===== src/rtl/ser2par16_if.sv =====
// Serial-in / parallel-out bus for ser2par16: frame control and serial stream in,
// assembled word plus capture/busy/error status out.
interface ser2par16_if #(
    parameter int WIDTH = 16
);
    logic             start;
    logic             abort;
    logic             sdata_vld;
    logic             sdata;
    logic [WIDTH-1:0] par_D;
    logic             cap_EN;
    logic             busy;
    logic             err;

    modport master (
        output start, abort, sdata_vld, sdata,
        input  par_D, cap_EN, busy, err
    );

    modport slave (
        input  start, abort, sdata_vld, sdata,
        output par_D, cap_EN, busy, err
    );
endinterface


===== src/rtl/ser2par16.sv =====
// Assembles a WIDTH-bit word from a valid-qualified serial stream and strobes cap_EN
// for one cycle so a downstream enabled register captures each completed word.
module ser2par16 #(
    parameter int WIDTH     = 16,
    parameter bit MSB_FIRST = 1'b0
) (
    input logic        clk,
    input logic        CLRN,
    ser2par16_if.slave bus
);
    localparam int CW = $clog2(WIDTH) + 1;

    typedef enum logic [1:0] {IDLE, SHIFT, DONE} state_t;

    state_t           state;
    logic [WIDTH-1:0] sreg;
    logic [WIDTH-1:0] shifted;
    logic [CW-1:0]    count;
    logic             cap_en;
    logic             busy_r;
    logic             err_r;
    logic             last_bit;

    generate
        if (MSB_FIRST) begin : g_msb
            assign shifted = {sreg[WIDTH-2:0], bus.sdata};
        end else begin : g_lsb
            assign shifted = {bus.sdata, sreg[WIDTH-1:1]};
        end
    endgenerate

    assign last_bit = (count == CW'(WIDTH - 1));

    // cap_EN and busy are registered alongside the state they decode, so every branch
    // that picks a next state also sets the matching status bit.
    always_ff @(posedge clk or negedge CLRN) begin
        if (!CLRN) begin
            state  <= IDLE;
            sreg   <= '0;
            count  <= '0;
            cap_en <= 1'b0;
            busy_r <= 1'b0;
            err_r  <= 1'b0;
        end else begin
            cap_en <= 1'b0;
            busy_r <= 1'b0;
            err_r  <= 1'b0;
            case (state)
                IDLE: begin
                    if (bus.abort) begin
                        count <= '0;
                    end else if (bus.start) begin
                        state  <= SHIFT;
                        sreg   <= '0;
                        count  <= '0;
                        busy_r <= 1'b1;
                    end else if (bus.sdata_vld) begin
                        err_r <= 1'b1;
                    end
                end
                SHIFT: begin
                    if (bus.abort) begin
                        state <= IDLE;
                        count <= '0;
                    end else begin
                        if (bus.start) begin
                            err_r <= 1'b1;
                        end
                        if (bus.sdata_vld) begin
                            sreg  <= shifted;
                            count <= count + CW'(1);
                            if (last_bit) begin
                                state  <= DONE;
                                cap_en <= 1'b1;
                            end else begin
                                busy_r <= 1'b1;
                            end
                        end else begin
                            busy_r <= 1'b1;
                        end
                    end
                end
                DONE: begin
                    // The completed word is still on par_D during this cycle; a restart
                    // clears sreg only at its end, after downstream has captured it.
                    if (bus.abort) begin
                        state <= IDLE;
                        count <= '0;
                    end else if (bus.start) begin
                        state  <= SHIFT;
                        sreg   <= '0;
                        count  <= '0;
                        busy_r <= 1'b1;
                    end else begin
                        state <= IDLE;
                        if (bus.sdata_vld) begin
                            err_r <= 1'b1;
                        end
                    end
                end
                default: begin
                    state <= IDLE;
                    count <= '0;
                end
            endcase
        end
    end

    assign bus.par_D  = sreg;
    assign bus.cap_EN = cap_en;
    assign bus.busy   = busy_r;
    assign bus.err    = err_r;
endmodule


===== src/flat_wrapper.sv =====
// flat-port wrapper written by rule: the top's interface ports become plain ports
module ser2par16_flat 
#(
    parameter int WIDTH     = 16,
    parameter bit MSB_FIRST = 1'b0
)
  (clk, CLRN, bus_start, bus_abort, bus_sdata_vld, bus_sdata, bus_par_D, bus_cap_EN, bus_busy, bus_err);
  ser2par16_if #(.WIDTH(WIDTH)) bus_i ();
  input logic clk;
  input logic CLRN;
  input wire logic [$bits(bus_i.start)-1:0] bus_start;
  input wire logic [$bits(bus_i.abort)-1:0] bus_abort;
  input wire logic [$bits(bus_i.sdata_vld)-1:0] bus_sdata_vld;
  input wire logic [$bits(bus_i.sdata)-1:0] bus_sdata;
  output wire logic [$bits(bus_i.par_D)-1:0] bus_par_D;
  output wire logic [$bits(bus_i.cap_EN)-1:0] bus_cap_EN;
  output wire logic [$bits(bus_i.busy)-1:0] bus_busy;
  output wire logic [$bits(bus_i.err)-1:0] bus_err;
  assign bus_i.start = bus_start;
  assign bus_i.abort = bus_abort;
  assign bus_i.sdata_vld = bus_sdata_vld;
  assign bus_i.sdata = bus_sdata;
  assign bus_par_D = bus_i.par_D;
  assign bus_cap_EN = bus_i.cap_EN;
  assign bus_busy = bus_i.busy;
  assign bus_err = bus_i.err;
  ser2par16 #(.WIDTH(WIDTH), .MSB_FIRST(MSB_FIRST)) u_core (.clk(clk), .CLRN(CLRN), .bus(bus_i));
endmodule

===== config.mk =====
export PLATFORM = sky130hd
export DESIGN_NAME = ser2par16_flat
export DESIGN_NICKNAME = d
export VERILOG_FILES = /design/src/rtl/ser2par16_if.sv /design/src/rtl/ser2par16.sv /design/src/flat_wrapper.sv
export SDC_FILE = /design/constraint.sdc
export NUM_CORES = 1
export LEC_CHECK = 0
export ABC_CLOCK_PERIOD_IN_PS = 3600
export BUFFER_PORTS_ARGS = -buffer_cell sky130_fd_sc_hd__buf_2
export CORE_MARGIN = 8
export CORE_UTILIZATION = 34
export DETAILED_ROUTE_END_ITERATION = 8
export PLACE_DENSITY = 0.53
export SETUP_SLACK_MARGIN = 0.5
export SLEW_MARGIN = 20
export SYNTH_ARGS = -nofsm -noshare
export SYNTH_HDL_FRONTEND = slang
export SYNTH_SLANG_ARGS = --single-unit

===== constraint.sdc =====
create_clock -name clk -period 3.6 [get_ports clk]
set_input_delay 0.72 -clock clk [delete_from_list [all_inputs] [get_ports clk]]
set_output_delay 0.72 -clock clk [all_outputs]
set_load 0.01 [all_outputs]

# == After elaboration in Yosys (flattened, before gate mapping) ==
# Cells that the tools add are included.
# word_totals
elab_cells,57
input_bits,6
out_inout_bits,19
ff_bits,26
# classes
reduce_logical,6
n_mux,32
n_eq_ne,12
add_sub_neg,1
# ops
cell,count
16-bit two-way mux,4
16-bit case mux with 2 select lines,1
5-bit two-way mux,4
1-bit two-way mux,13
2-bit two-way mux,6
"2-bit != test, second input constant",5
5-bit case mux with 2 select lines,1
2-bit case mux with 3 select lines,1
"5-bit by 1-bit adder with 5-bit output, second input constant",1
"5-bit by 4-bit equality test with 1-bit output, second input constant",1
5-bit AND reduction,1
1-bit case mux with 2 select lines,2
4-bit AND reduction,1
"3-bit by 1-bit != test with 1-bit output, second input constant",1
"3-bit by 2-bit != test with 1-bit output, second input constant",1
"3-bit != test, second input constant",1
"2-bit by 1-bit equality test with 1-bit output, second input constant",1
"2-bit equality test, second input constant",1
2-bit logical NOT,1
"2-bit by 1-bit != test with 1-bit output, second input constant",1
2-bit AND reduction,1
2-bit nonzero test,1
2-bit OR reduction,1

# == Logic depth before layout (Yosys ltp) ==
# logic_depth
depth_word,5
depth_mapped,6

# == Worst setup path after synthesis ==
# No wires, ideal clock.
# synth_timing
path_type,input -> register
startpoint,input port bus_abort
endpoint,"register u_core.sreg[10], in the netlist u_core.bus.par_D[10]"
stages,6
t_arrival_ps,1703
setup_slack_ps,1776
required_ps,3479
setup_ps,121
path_cell_list,buf_6 -> and4bb_2 -> o21ba_1 -> buf_2 -> buf_6 -> a22o_1
# synth_between
elab_chain_len,2
elab_cells_between_ends,3
# synth_lines
item,line_no,text
from (decl),flat_wrapper.sv:12,input wire logic [$bits(bus_i.abort)-1:0] bus_abort;
2-bit != test (no line),--,
5-bit AND reduction (no line) *,--,
to (signal assigned),ser2par16.sv:70,sreg <= shifted;
to (decl),ser2par16.sv:16,logic [WIDTH-1:0] sreg;
# Every way passes the cells marked *; elsewhere a longest branch is shown, timed or not.
# A chain may end at the register's enable or synchronous reset.

# == Worst setup path in the final report ==
# layout_timing
startpoint,input port bus_abort
endpoint,"register u_core.sreg[12], in the netlist u_core.bus.par_D[12]"
# Same word-level chain as after synthesis.

==> insert_results.sql <==
INSERT INTO impl_metrics (metric_group, metric, value, unit) VALUES
('logic_synthesis', 'yosysSeqAreaShare', '62.4', '%'),
('floorplanning', 'num_rows', '20', ''),
('clocking', 'clk_pin_slew', '0.13', 'ns'),
('power', 'combinational_group_share_of_total_power', '6.7', '%'),
('clocking', 'numCtsBuffers', '3', ''),
('setup_path', 'timing.critical_path.to', 'u_core.bus.par_D[12]', ''),
('sta', 'setup_slack', '1.71', 'ns'),
('setup_path', 'r2r_end', 'u_core.bus.par_D[12]', ''),
('clocking', 'clock_tree.root_cell', 'clkbuf_4', ''),
('setup_path', 'worst_setup_path_start_kind', 'primary input', ''),
('clocking', 'number_of_setup_buffers_added_after_cts', '0', ''),
('placement', 'dpl_worst_slack', '1.35', 'ns'),
('logic_synthesis', 'yosysTopAreaCell', 'dfrtp_1', ''),
('sta', 'maxClockFrequency', '0.530', 'GHz'),
('logic_synthesis', 'netlist_area', '0.00104', 'mm2'),
('clocking', 'ctsHoldBuffers', '0', ''),
('setup_path', 'cell_count_of_the_worst_reg_to_reg_path', '3', ''),
('detailed_routing', 'drc', '0', ''),
('clocking', 'clk-insertion-delay-late', '0.32', 'ns'),
('sta', 'timing.clock.skew', '0.000862', 'ns'),
('logic_synthesis', 'post_synth.cell_area_avg', '12.9', 'um2'),
('sta', 'slew_headroom', '61.5', '%'),
('placement', 'dp.final_hpwl', '1400', 'um'),
('cells_and_area', 'final_net_count', '113', ''),
('sta', 'tightest_slew', '0.578', 'ns'),
('clocking', 'htree_levels', '1', ''),
('setup_path', 'crit_arrival', '2.11', 'ns'),
('sta', 'drv_slew', '0', ''),
('sta', 'final-hold-violation-count', '0', ''),
('setup_path', 'crit_path_cell_trace', 'buf_2 > and4bb_2 > o21ba_1 > a22o_1', ''),
('cells_and_area', 'areaGrowthSynthToFinish', '17.0', '%'),
('cells_and_area', 'post_route_utilization', '41.0', '%'),
('detailed_routing', 'vias_per_instance', '5.24', ''),
('floorplanning', 'die_width', '71.4', 'um'),
('clocking', 'cts_sinks', '26', ''),
('sta', 'finalCriticalPeriod', '1.89', 'ns'),
('power', 'leakage', '0.661', 'nW'),
('floorplanning', 'die_area', '0.00509', 'mm2'),
('sta', 'setup_viol_count_final', '0', ''),
('worst_hold_path', 'min_path_type', 'in2async', ''),
('power', 'power.share.clock', '36.8', '%'),
('power', 'max_ir_drop_vdd', '265', 'uV'),
('logic_synthesis', 'post_synth_inst_count', '81', ''),
('sta', 'rsz0062_at_grt', 'false', ''),
('floorplanning', 'die_h', '71.4', 'um'),
('floorplanning', 'initial_utilization', '35.0', '%'),
('logic_synthesis', 'synthTopCellsByArea', 'dfrtp_1 (62%), a22o_1 (15%), a21oi_1 (2.4%)', ''),
('global_route', 'globalRoute.totalOverflow', '0', ''),
('setup_path', 'critical_path.slowest_cell', 'and4bb_2', ''),
('sta', 'period_share', '52.4', '%'),
('logic_synthesis', 'yosys_register_bits', '26', ''),
('sta', 'finalHoldWorstSlack', '0.366', 'ns'),
('setup_path', 'rr_startpoint', 'u_core.state[1]', ''),
('global_route', 'grt_max_degree', '27', ''),
('setup_path', 'critical_path_required', '3.82', 'ns'),
('global_route', 'grt_pass1_vias', '757', ''),
('power', 'internal_power', '0.000422', 'W'),
('clocking', 'resized_gates_after_cts', '0', ''),
('setup_path', 'criticalPathCategory', 'in2reg', ''),
('setup_path', 'cp_slowest_stage_delay', '0.58', 'ns'),
('detailed_routing', 'avgRoutedWirePerCell', '14.4', 'um'),
('logic_synthesis', 'post-synth-top-area-fraction', '62.4', '%'),
('logic_synthesis', 'synthesis.yosys.warnings', '0', ''),
('power', 'power_frac_seq', '56.4', '%'),
('global_route', 'grt_antenna_before_repair', '0', ''),
('power', 'sw_frac_of_total', '20.9', '%'),
('placement', 'port_buffers', '24', ''),
('power', 'power.total', '0.000533', 'W'),
('status', 'outcome', 'complete, no violations', ''),
('power', 'cell_pwr_density', '437', 'mW/mm2'),
('logic_synthesis', 'synth_nets', '89', '');
==> cell usage in the layout (no fill, tap or decap) <==
cell,Yosys,final
dfrtp_1,26,26
buf_2,2,24
a22o_1,18,18
a21oi_1,5,5
nand2_1,4,4
nor2_1,3,3
clkbuf_4,0,3
inv_1,2,2
and2_1,2,2
o21ai_0,2,2
or3_1,2,2
ha_1,2,2
nor2b_1,1,1
a22oi_1,1,1
and3_1,1,1
nand2b_1,1,1
and4bb_2,1,1
o21ba_1,1,1
nor3_1,1,1
a21o_1,1,1
nand4_1,1,1
mux2_2,1,1
bufinv_16,0,1
==> cells by family after synthesis <==
| kind of cell | share of synthesized area, % |
|---|---|
| AO/OA/AOI/OAI | 20.9 |
| adder cells (fa/ha/maj) | 2.40 |
| buffers and inverters | 4.20 |
| flip-flops | 62.4 |
| multiplexers | 1.08 |
| AND/OR/NAND/NOR | 9.00 |
==> how the worst min path moves through the flow <==
| stage | end | slack (ns) | cells after the start |
|---|---|---|---|
| after floorplan | u_core.bus.busy | 0.42 | 0 |
| after global placement | u_core.count[4] | 0.48 | 1 |
| after detailed placement | u_core.count[4] | 0.49 | 1 |
| after CTS | u_core.bus.par_D[15] | 0.38 | 1 |
| after global routing | u_core.bus.par_D[13] | 0.38 | 1 |
| final | u_core.bus.busy | 0.37 | 1 |
==> through the flow <==
step | area [um2] | cells
2_1_floorplan | 1040 | 81
3_3_place_gp | 1170 | 133
3_5_place_dp | 1170 | 133
4_1_cts | 1220 | 137
5_1_grt | 1220 | 137
6_report | 1220 | 137
==> state kept, by name, indices dropped and copies added, names as in the netlist <==
name,count
u_core.bus.busy,1
u_core.bus.cap_EN,1
u_core.bus.err,1
u_core.bus.par_D,16
u_core.count,5
u_core.state,2
==> critical path, delay by kind of cell <==
kind | cells | cell delay, ns
AOI/OAI and AO/OA | 2 | 0.67
and+or+nand+nor | 1 | 0.58
buffers and inverters | 1 | 0.14
==> power by group through the flow <==
stage	Combinational, W	Clock (W)	Sequential (W)
detailed placement	0.0000369	0	0.000307
global route	0.0000405	0.000216	0.000302
finish	0.0000359	0.000197	0.000301
floorplan	0.0000215	0	0.000308
global placement	0.0000366	0	0.000306
CTS	0.0000370	0.000206	0.000301
==> metal layers <==
metal	global-route usage, %	share of wire, %	vias to the layer above
li1	-	-	345
met1	9.11	47	348
met2	13.0	44	23
met3	4.46	8.2	2
met4	3.00	1.0	0
met5	0	0	-
==> synthesized netlist by cell type <==
master    number
nand2_1        4
a21oi_1        5
mux2_2         1
a21o_1         1
or3_1          2
and4bb_2       1
nand4_1        1
a22oi_1        1
nand2b_1       1
and3_1         1
inv_1          2
dfrtp_1       26
buf_6          2
clkbuf_1       1
and2_1         2
a22o_1        18
buf_2          2
nor2b_1        1
nor2_1         3
ha_1           2
o21ai_0        2
nor3_1         1
o21ba_1        1
==> final cells by class <==
type / count / area, um2 / area share (%)
flip-flops and latches: 26 / 651 / 53.3
multi-input cells: 48 / 348 / 28.5
repair buffers: 24 / 120 / 9.85
well taps: 33 / 41.3 / 3.38
clock inverters: 1 / 30.0 / 2.46
clock buffers: 3 / 22.5 / 1.85
inverters: 2 / 7.51 / 0.615
(Power assumes the default switching activity.)
